$ cat src/rtl/osc_sequencer.sv
// osc_sequencer: note/mode sequencer driving the waveshaper period counter, divisor and mode.
module osc_sequencer #(
  parameter int          NUM_MODES = 4,
  parameter logic [18:0] MIN_DIV   = 19'd2
) (
  input  logic        clk,
  input  logic        Rst_i,
  input  logic        note_valid_i,
  output logic        note_ready_o,
  input  logic [18:0] divisor_i,
  input  logic        note_off_i,
  input  logic        mode_btn_i,
  output logic [18:0] count_o,
  output logic [18:0] divisor_o,
  output logic [2:0]  mode_o,
  output logic        active_o,
  output logic        wrap_o,
  output logic        err_o
);
  typedef enum logic {IDLE, RUN} state_t;
  state_t      state, state_n;
  logic        pend_valid, pend_valid_n, stop_pend, stop_pend_n, mode_pend, mode_pend_n;
  logic [18:0] pend_div, pend_div_n, count_n, div_n;
  logic [2:0]  mode_n, mode_adv;
  logic        accept, good, stop, err_n;
  assign note_ready_o = !pend_valid;
  assign active_o     = state == RUN;
  assign wrap_o       = active_o && count_o == divisor_o - 19'd1;
  assign accept       = note_valid_i && note_ready_o;
  assign good         = accept && divisor_i >= MIN_DIV;
  assign mode_adv     = mode_o == 3'(NUM_MODES - 1) ? 3'd0 : mode_o + 3'd1;
  // A note accepted on the wrap cycle cancels a pending stop at that same wrap.
  assign stop         = wrap_o && stop_pend && !good;
  always_comb begin
    state_n      = state;
    count_n      = count_o;
    div_n        = divisor_o;
    mode_n       = mode_o;
    pend_valid_n = pend_valid;
    pend_div_n   = pend_div;
    stop_pend_n  = stop_pend;
    mode_pend_n  = mode_pend;
    err_n        = accept && divisor_i < MIN_DIV;
    if (state == IDLE) begin
      mode_n      = (mode_btn_i || mode_pend) ? mode_adv : mode_o;
      mode_pend_n = 1'b0;
      stop_pend_n = 1'b0;
      if (good) begin
        state_n = RUN;
        count_n = '0;
        div_n   = divisor_i;
      end
    end else begin
      count_n = wrap_o ? '0 : count_o + 19'd1;
      if (stop) begin
        state_n      = IDLE;
        div_n        = '0;
        pend_valid_n = 1'b0;
        stop_pend_n  = 1'b0;
      end else if (wrap_o && pend_valid) begin
        div_n        = pend_div;
        pend_valid_n = 1'b0;
      end
      if (wrap_o && mode_pend) begin
        mode_n      = mode_adv;
        mode_pend_n = 1'b0;
      end
      if (mode_btn_i) mode_pend_n = 1'b1;
      if (note_off_i && !stop) stop_pend_n = 1'b1;
      if (good) begin
        pend_div_n   = divisor_i;
        pend_valid_n = 1'b1;
        stop_pend_n  = 1'b0;
      end
    end
  end
  always_ff @(posedge clk) begin
    if (Rst_i) begin
      state      <= IDLE;
      count_o    <= '0;
      divisor_o  <= '0;
      mode_o     <= '0;
      err_o      <= 1'b0;
      pend_valid <= 1'b0;
      pend_div   <= '0;
      stop_pend  <= 1'b0;
      mode_pend  <= 1'b0;
    end else begin
      state      <= state_n;
      count_o    <= count_n;
      divisor_o  <= div_n;
      mode_o     <= mode_n;
      err_o      <= err_n;
      pend_valid <= pend_valid_n;
      pend_div   <= pend_div_n;
      stop_pend  <= stop_pend_n;
      mode_pend  <= mode_pend_n;
    end
  end
endmodule

$ cat config.mk
export PLATFORM = sky130hd
export DESIGN_NAME = osc_sequencer
export DESIGN_NICKNAME = d
export VERILOG_FILES = /design/src/rtl/osc_sequencer.sv
export SDC_FILE = /design/constraint.sdc
export NUM_CORES = 1
export LEC_CHECK = 0
export ABC_AREA = 1
export BUFFER_PORTS_ARGS = -buffer_cell sky130_fd_sc_hd__buf_2
export CORE_ASPECT_RATIO = 0.8
export CORE_MARGIN = 1
export CORE_UTILIZATION = 61
export CTS_CLUSTER_DIAMETER = 150
export DETAILED_ROUTE_END_ITERATION = 8
export PLACE_DENSITY = 0.92
export SLEW_MARGIN = 10
export SYNTH_ARGS = -nofsm -noshare
export SYNTH_HDL_FRONTEND = slang
export SYNTH_SLANG_ARGS = --single-unit
$ cat constraint.sdc
create_clock -name clk -period 3.2 [get_ports clk]
set_input_delay 0.48 -clock clk [delete_from_list [all_inputs] [get_ports clk]]
set_output_delay 0.48 -clock clk [all_outputs]
set_load 0.05 [all_outputs]
Yosys cells after proc, flatten, opt, wreduce, memory -nomap -nowiden
Index checks and enable logic that the tools add are counted.
- register bits after elaboration: 65
- output and inout port bits: 45
- latch bits: 0
- RAM bits: 0
- logic and storage cells: 64
- input bits: 24
- memories: 0
- memory bits (read-only): 0
- add/sub/neg operators: 3
- shifts and indexed selects: 0
- muxes and demuxes: 21
- divide/modulo/power cells: 0
- reductions and logical operators: 24
- bitwise gates (word level): 1
- equal/unequal tests: 4
- $lt $le $gt $ge: 2
- multiply operators: 0
- operator list (kind ; count):
    two-way mux 19 bit ; 7
    adder 19 x 1 -> 19 bit, second input constant ; 1
    equality test 19 bit ; 1
    >= comparator 19 x 2 -> 1 bit, second input constant ; 1
    less-than comparator 19 x 2 -> 1 bit, second input constant ; 1
    subtractor 19 x 1 -> 19 bit, second input constant ; 1
    two-way mux 3 bit ; 4
    two-way mux 1 bit ; 10
    logical AND 1 bit ; 9
    AND reduction 2 bit ; 4
    nonzero test 2 bit ; 4
    adder 3 x 1 -> 3 bit, second input constant ; 1
    equality test 3 x 2 -> 1 bit, second input constant ; 1
    zero test 1 bit ; 3
    inequality test 3 x 1 -> 1 bit, second input constant ; 1
    nonzero test 3 bit ; 1
    OR reduction 3 bit ; 1
    inequality test 2 x 1 -> 1 bit, second input constant ; 1
    OR reduction 2 bit ; 1
    logical OR 1 bit ; 1
    inverter 1 bit ; 1

Depth between registers and ports, before layout
- depth in word-level cells: 8
- depth in mapped cells: 21

Least setup slack after synthesis
No wires, ideal clock.
- path kind: flip-flop to output port
- start: register divisor_o[0]
- end: output port wrap_o
- data required time: 2.720 ns
- arrival: 2.578 ns
- cell stages (with the launch flop): 16
- setup slack: 0.142 ns
- cell sequence: dfxtp_1 -> inv_1 -> ha_1 -> inv_1 -> nand2_1 -> nand2_1 -> nand2_1 -> nand2_1 -> nand2_1 -> nor2_1 -> nand2_1 -> nor2_1 -> nand3_1 -> nor2_2 -> inv_1 -> nor2_1
- cells in the longest elaborated chain, start to end: 3
- ends and longest elaborated chain (element ; RTL line ; text):
    start, declared ; 14 ; output logic [18:0] divisor_o,
    start signal, assigned ; 91 ; divisor_o <= div_n;
    subtractor 19 x 1 -> 19 bit ; 28 ; assign wrap_o = active_o && count_o == divisor_o - 19'd1;
    equality test 19 bit ; 28 ;
    logical AND 1 bit ; 28 ;
    end, declared ; 17 ; output logic wrap_o,
Every way passes these cells.

Worst setup path in the final report
Same ends and word-level chain as after synthesis.

==> flow_results.org <==
** Outcome
- Run status :: finished clean

** Critical path
- STA puts the critical path data required time at 2.72 ns.
- Along the worst path, the maximum fanout reaches 4.
- In this run the register-to-register setup slack is 0.54 ns.
- Worst EP arrival :: 2.44 ns
- Worst setup SP type :: register
- The setup path with the least slack is of type reg2out.
- The worst setup path is captured at an output pin.

** Synth
- Among all flip-flop cells after synthesis, the most frequent one is sky130_fd_sc_hd__dfxtp_1.
- After technology mapping, the gate count stands at 636.
- Summed over all instances, the cell type with the most area after synthesis is sky130_fd_sc_hd__dfxtp_1.
- Post-synthesis async set-or-reset flop share :: 0%
- Number of unique standard cell types used by synthesis :: 31
- Netlist area before placement :: 0.003877 mm²
- The Yosys step of the flow raised 0 warnings.
- Synthesis produced a netlist with a net count of 663.
- Sequential cells were found to cover roughly a third of the synthesized design area.
- Post-synth top area share :: 33.56%
- Synthesis-stage register bit count :: 65
- Most used standard cell by instance count after synthesis :: sky130_fd_sc_hd__nand2_1
- The synthesized design contains 0 enable-type register cells.
- In the synthesized netlist, the cells that appear most often are sky130_fd_sc_hd__nand2_1 (208), sky130_fd_sc_hd__nor2_1 (84), sky130_fd_sc_hd__dfxtp_1 (65).
- Yosys attributes the largest share of cell area to sky130_fd_sc_hd__dfxtp_1 (34%), sky130_fd_sc_hd__nand2_1 (20%), sky130_fd_sc_hd__nand3_1 (8.1%).
- A synthesized cell averages 6.097 µm².

** Clock network
- TritonCTS built the clock tree.
- No sink is reached through more buffers than the 2 on the longest clock path.
- Clock transition at the register clock pins on the worst setup and hold paths after CTS :: 0.07 ns
- H-Tree Level Count :: 3
- Clock root buffer :: sky130_fd_sc_hd__clkbuf_8
- The clock reaches the later pin of the worst-skew pair after 0.35 ns.
- Num CTS Buffers :: 9
- Number of clock sinks :: 65
- In this run, post-CTS hold repair placed 0 buffers.

** Timing
- Adding up every negative setup slack in the final design gives 0 ns.
- RSZ-0062 raised after global routing :: false
- Relative max-transition margin :: 54.05%
- After layout, the minimum clock period comes to 2.918 ns.
- Worst Clk Skew :: 0.009120 ns
- For this run, the top clock speed supported by timing is 342.7 MHz.
- Actual transition at the worst max-transition pin :: 0.6884 ns
- Final slew viol count :: 0
- Final critical-path setup slack :: 0.2823 ns
- Number of setup violations in the final report :: 0
- Final Hold Violating Endpoints :: 0
- The final critical path takes up about 91% of the cycle.

** Power and ir drop
- The analysis attributes to cell leakage a power of 2.133 nW.
- Dividing total power by cell area gives a power density of approximately 510 mW/mm².
- Worst ir drop on vdd :: 407.6 µV

** Floorplanning
- The die covers between 0.006 and 0.007 mm².
- Height of the die :: 73.31 µm
- In this run the core area contains 25 standard-cell rows.
- In this run the standard cell core region covers 0.006006 mm².
- Die W :: a little over 90 µm
- Starting Density :: 64.56%
- I/O pin cnt :: 69

** Finish
- The layout has 527 filler cells.
- Fraction of the core area covered by cells at the end of the flow :: 73.77%
- The net count of the finished layout is 719.
- The number of antenna diodes in the final layout is 0.
- Number of standard cells in the layout, taps in and fillers out :: 778
- Relative to the synthesized area, the layout overhead comes to 14.26%.
- In the final layout, the share of cells above drive strength 1 is 15.06%.

** Route
- Number of vias per cell after detailed routing :: 5.532
- Dividing the detail-routed wire length by the instance count gives roughly 14 µm.
- The detail route stage leaves a number of antenna-violating nets equal to 0.
- After detailed routing, the number of remaining DRC violations is 0.
- For this block, the initial DRC count from the detailed router was 349.
- Via count of the routed design :: 4304
- Aggregate routed wire length :: between 10000 and 15000 µm
- The first TritonRoute pass finished after 5 iterations.

** Placement
- Number of I/O port buffers :: 68
- After legalization and detailed placement, the total HPWL measured 7478 µm.
- Cells after DPL :: between 700 and 800
- The congestion estimate from routability-driven global placement came to ~0.91.
- At the placement stage, the worst setup path has a slack of roughly 0.60 ns.

** Global route
- Entering global routing, the biggest net connects 44 pins.
- Number of antenna violations at the first check in global routing :: 0
- Global-route usage over all layers :: 32.44%
- The first global-routing pass estimated 17100 µm of wire.
- Via count of the first global-routing pass :: between 3000 and 4000
- The total overflow left after global routing is 0.

** Run
- Max-cap violations in this run came to 0.

** Worst hold path
- Hold crit path type :: in2reg
==> repair_timing <==
item,4_1_cts,5_1_grt
endpoints found under the setup margin,0,1
buffers inserted,0,0
resized for setup,0,3
==> placed cells by master, fill, tap and decap left out, types with 4 or more instances in the layout <==
| cell type | count |
|---|---|
| sky130_fd_sc_hd__nand3_1 | 63 |
| sky130_fd_sc_hd__o21ai_0 | 19 |
| sky130_fd_sc_hd__nand2_2 | 4 |
| sky130_fd_sc_hd__a21oi_1 | 40 |
| sky130_fd_sc_hd__buf_2 | 67 |
| sky130_fd_sc_hd__nor2_2 | 8 |
| sky130_fd_sc_hd__nor3_1 | 5 |
| sky130_fd_sc_hd__xnor2_1 | 10 |
| sky130_fd_sc_hd__nand3b_1 | 4 |
| sky130_fd_sc_hd__nand2_1 | 208 |
| sky130_fd_sc_hd__nor2_1 | 83 |
| sky130_fd_sc_hd__dfxtp_1 | 65 |
| sky130_fd_sc_hd__clkbuf_8 | 11 |
| sky130_fd_sc_hd__buf_4 | 7 |
| sky130_fd_sc_hd__xor2_1 | 10 |
| sky130_fd_sc_hd__inv_1 | 62 |
| sky130_fd_sc_hd__nand4_1 | 4 |
==> area by class of cell <==
class | instances | area [µm²] | area share (%)
Multi-Input combinational cell | 477 | 2190 | 49.42
Clock buffer | 12 | 155.1 | 3.502
Timing Repair Buffer | 74 | 387.9 | 8.755
Inverter | 65 | 244.0 | 5.507
Tap cell | 81 | 101.3 | 2.287
Sequential cell | 65 | 1301 | 29.37
Clock inverter | 4 | 51.30 | 1.158
==> power by group <==
group / total, W / switching [W] / internal [W]
Combinational: 0.000607 / 0.000432 / 0.000175
Sequential: 0.000906 / 0.0000538 / 0.000852
Clock: 0.000727 / 0.000325 / 0.000402
==> cell families (layout without fill, tap and decap cells) <==
kind of cell / Yosys count / after routing / share of synthesized area, %
AO/OA/AOI/OAI: 67 / 67 / 9.035
XOR/XNOR: 20 / 20 / 4.517
adder cells (fa/ha/maj): 3 / 3 / 0.9682
buffers and inverters: 94 / 155 / 10.04
flip-flops: 65 / 65 / 33.56
AND/OR/NAND/NOR: 387 / 387 / 41.88
==> path summary, 6_finish.rpt <==
check	cells after the start	endpoint	from
worst max register to register	17	count_o[17]$_SDFFE_PP0P_	divisor_o[0]$_SDFFE_PP0P_
worst min-delay path	3	mode_pend$_SDFFE_PP0P_	mode_btn_i
worst max-delay path	15	wrap_o	divisor_o[0]$_SDFFE_PP0P_
worst min register to register	2	mode_pend$_SDFFE_PP0P_	mode_pend$_SDFFE_PP0P_
==> state kept, by name, indices dropped and copies added (netlist names) <==
| register | flops |
|---|---|
| mode_o | 3 |
| err_o | 1 |
| pend_valid | 1 |
| active_o | 1 |
| pend_div | 19 |
| stop_pend | 1 |
| mode_pend | 1 |
| divisor_o | 19 |
| count_o | 19 |
==> stage by stage <==
step           power [W]  hold slack (ns)  cell area, µm²
2_1_floorplan   0.001382           0.4357            3877
3_3_place_gp    0.001497           0.4459            4219
3_5_place_dp    0.001517           0.4517            4219
4_1_cts         0.002240           0.3762            4425
5_1_grt         0.002349           0.4089            4431
6_report        0.002241           0.3840            4431
==> worst max-delay path: stages, from the launching register on <==
cell                      delay [ns]
sky130_fd_sc_hd__dfxtp_1        0.35
sky130_fd_sc_hd__inv_1          0.10
sky130_fd_sc_hd__ha_1           0.31
sky130_fd_sc_hd__inv_1          0.04
sky130_fd_sc_hd__nand2_1        0.05
sky130_fd_sc_hd__nand2_1        0.04
sky130_fd_sc_hd__nor2_1         0.12
sky130_fd_sc_hd__nand3_1        0.10
sky130_fd_sc_hd__nor2_1         0.11
sky130_fd_sc_hd__nand2_1        0.07
sky130_fd_sc_hd__nor2_1         0.09
sky130_fd_sc_hd__nand3_1        0.09
sky130_fd_sc_hd__nor2_2         0.16
sky130_fd_sc_hd__inv_1          0.10
sky130_fd_sc_hd__nor2_2         0.14
sky130_fd_sc_hd__buf_4          0.22
==> metal layers <==
metal | share of wire [%] | GRT usage (%)
met4 | 2.5 | 16.05
met2 | 47 | 56.06
met1 | 43 | 38.99
met5 | 0 | 0
met3 | 7.4 | 6.936
No activity file was read; power rests on OpenSTA's default activity.
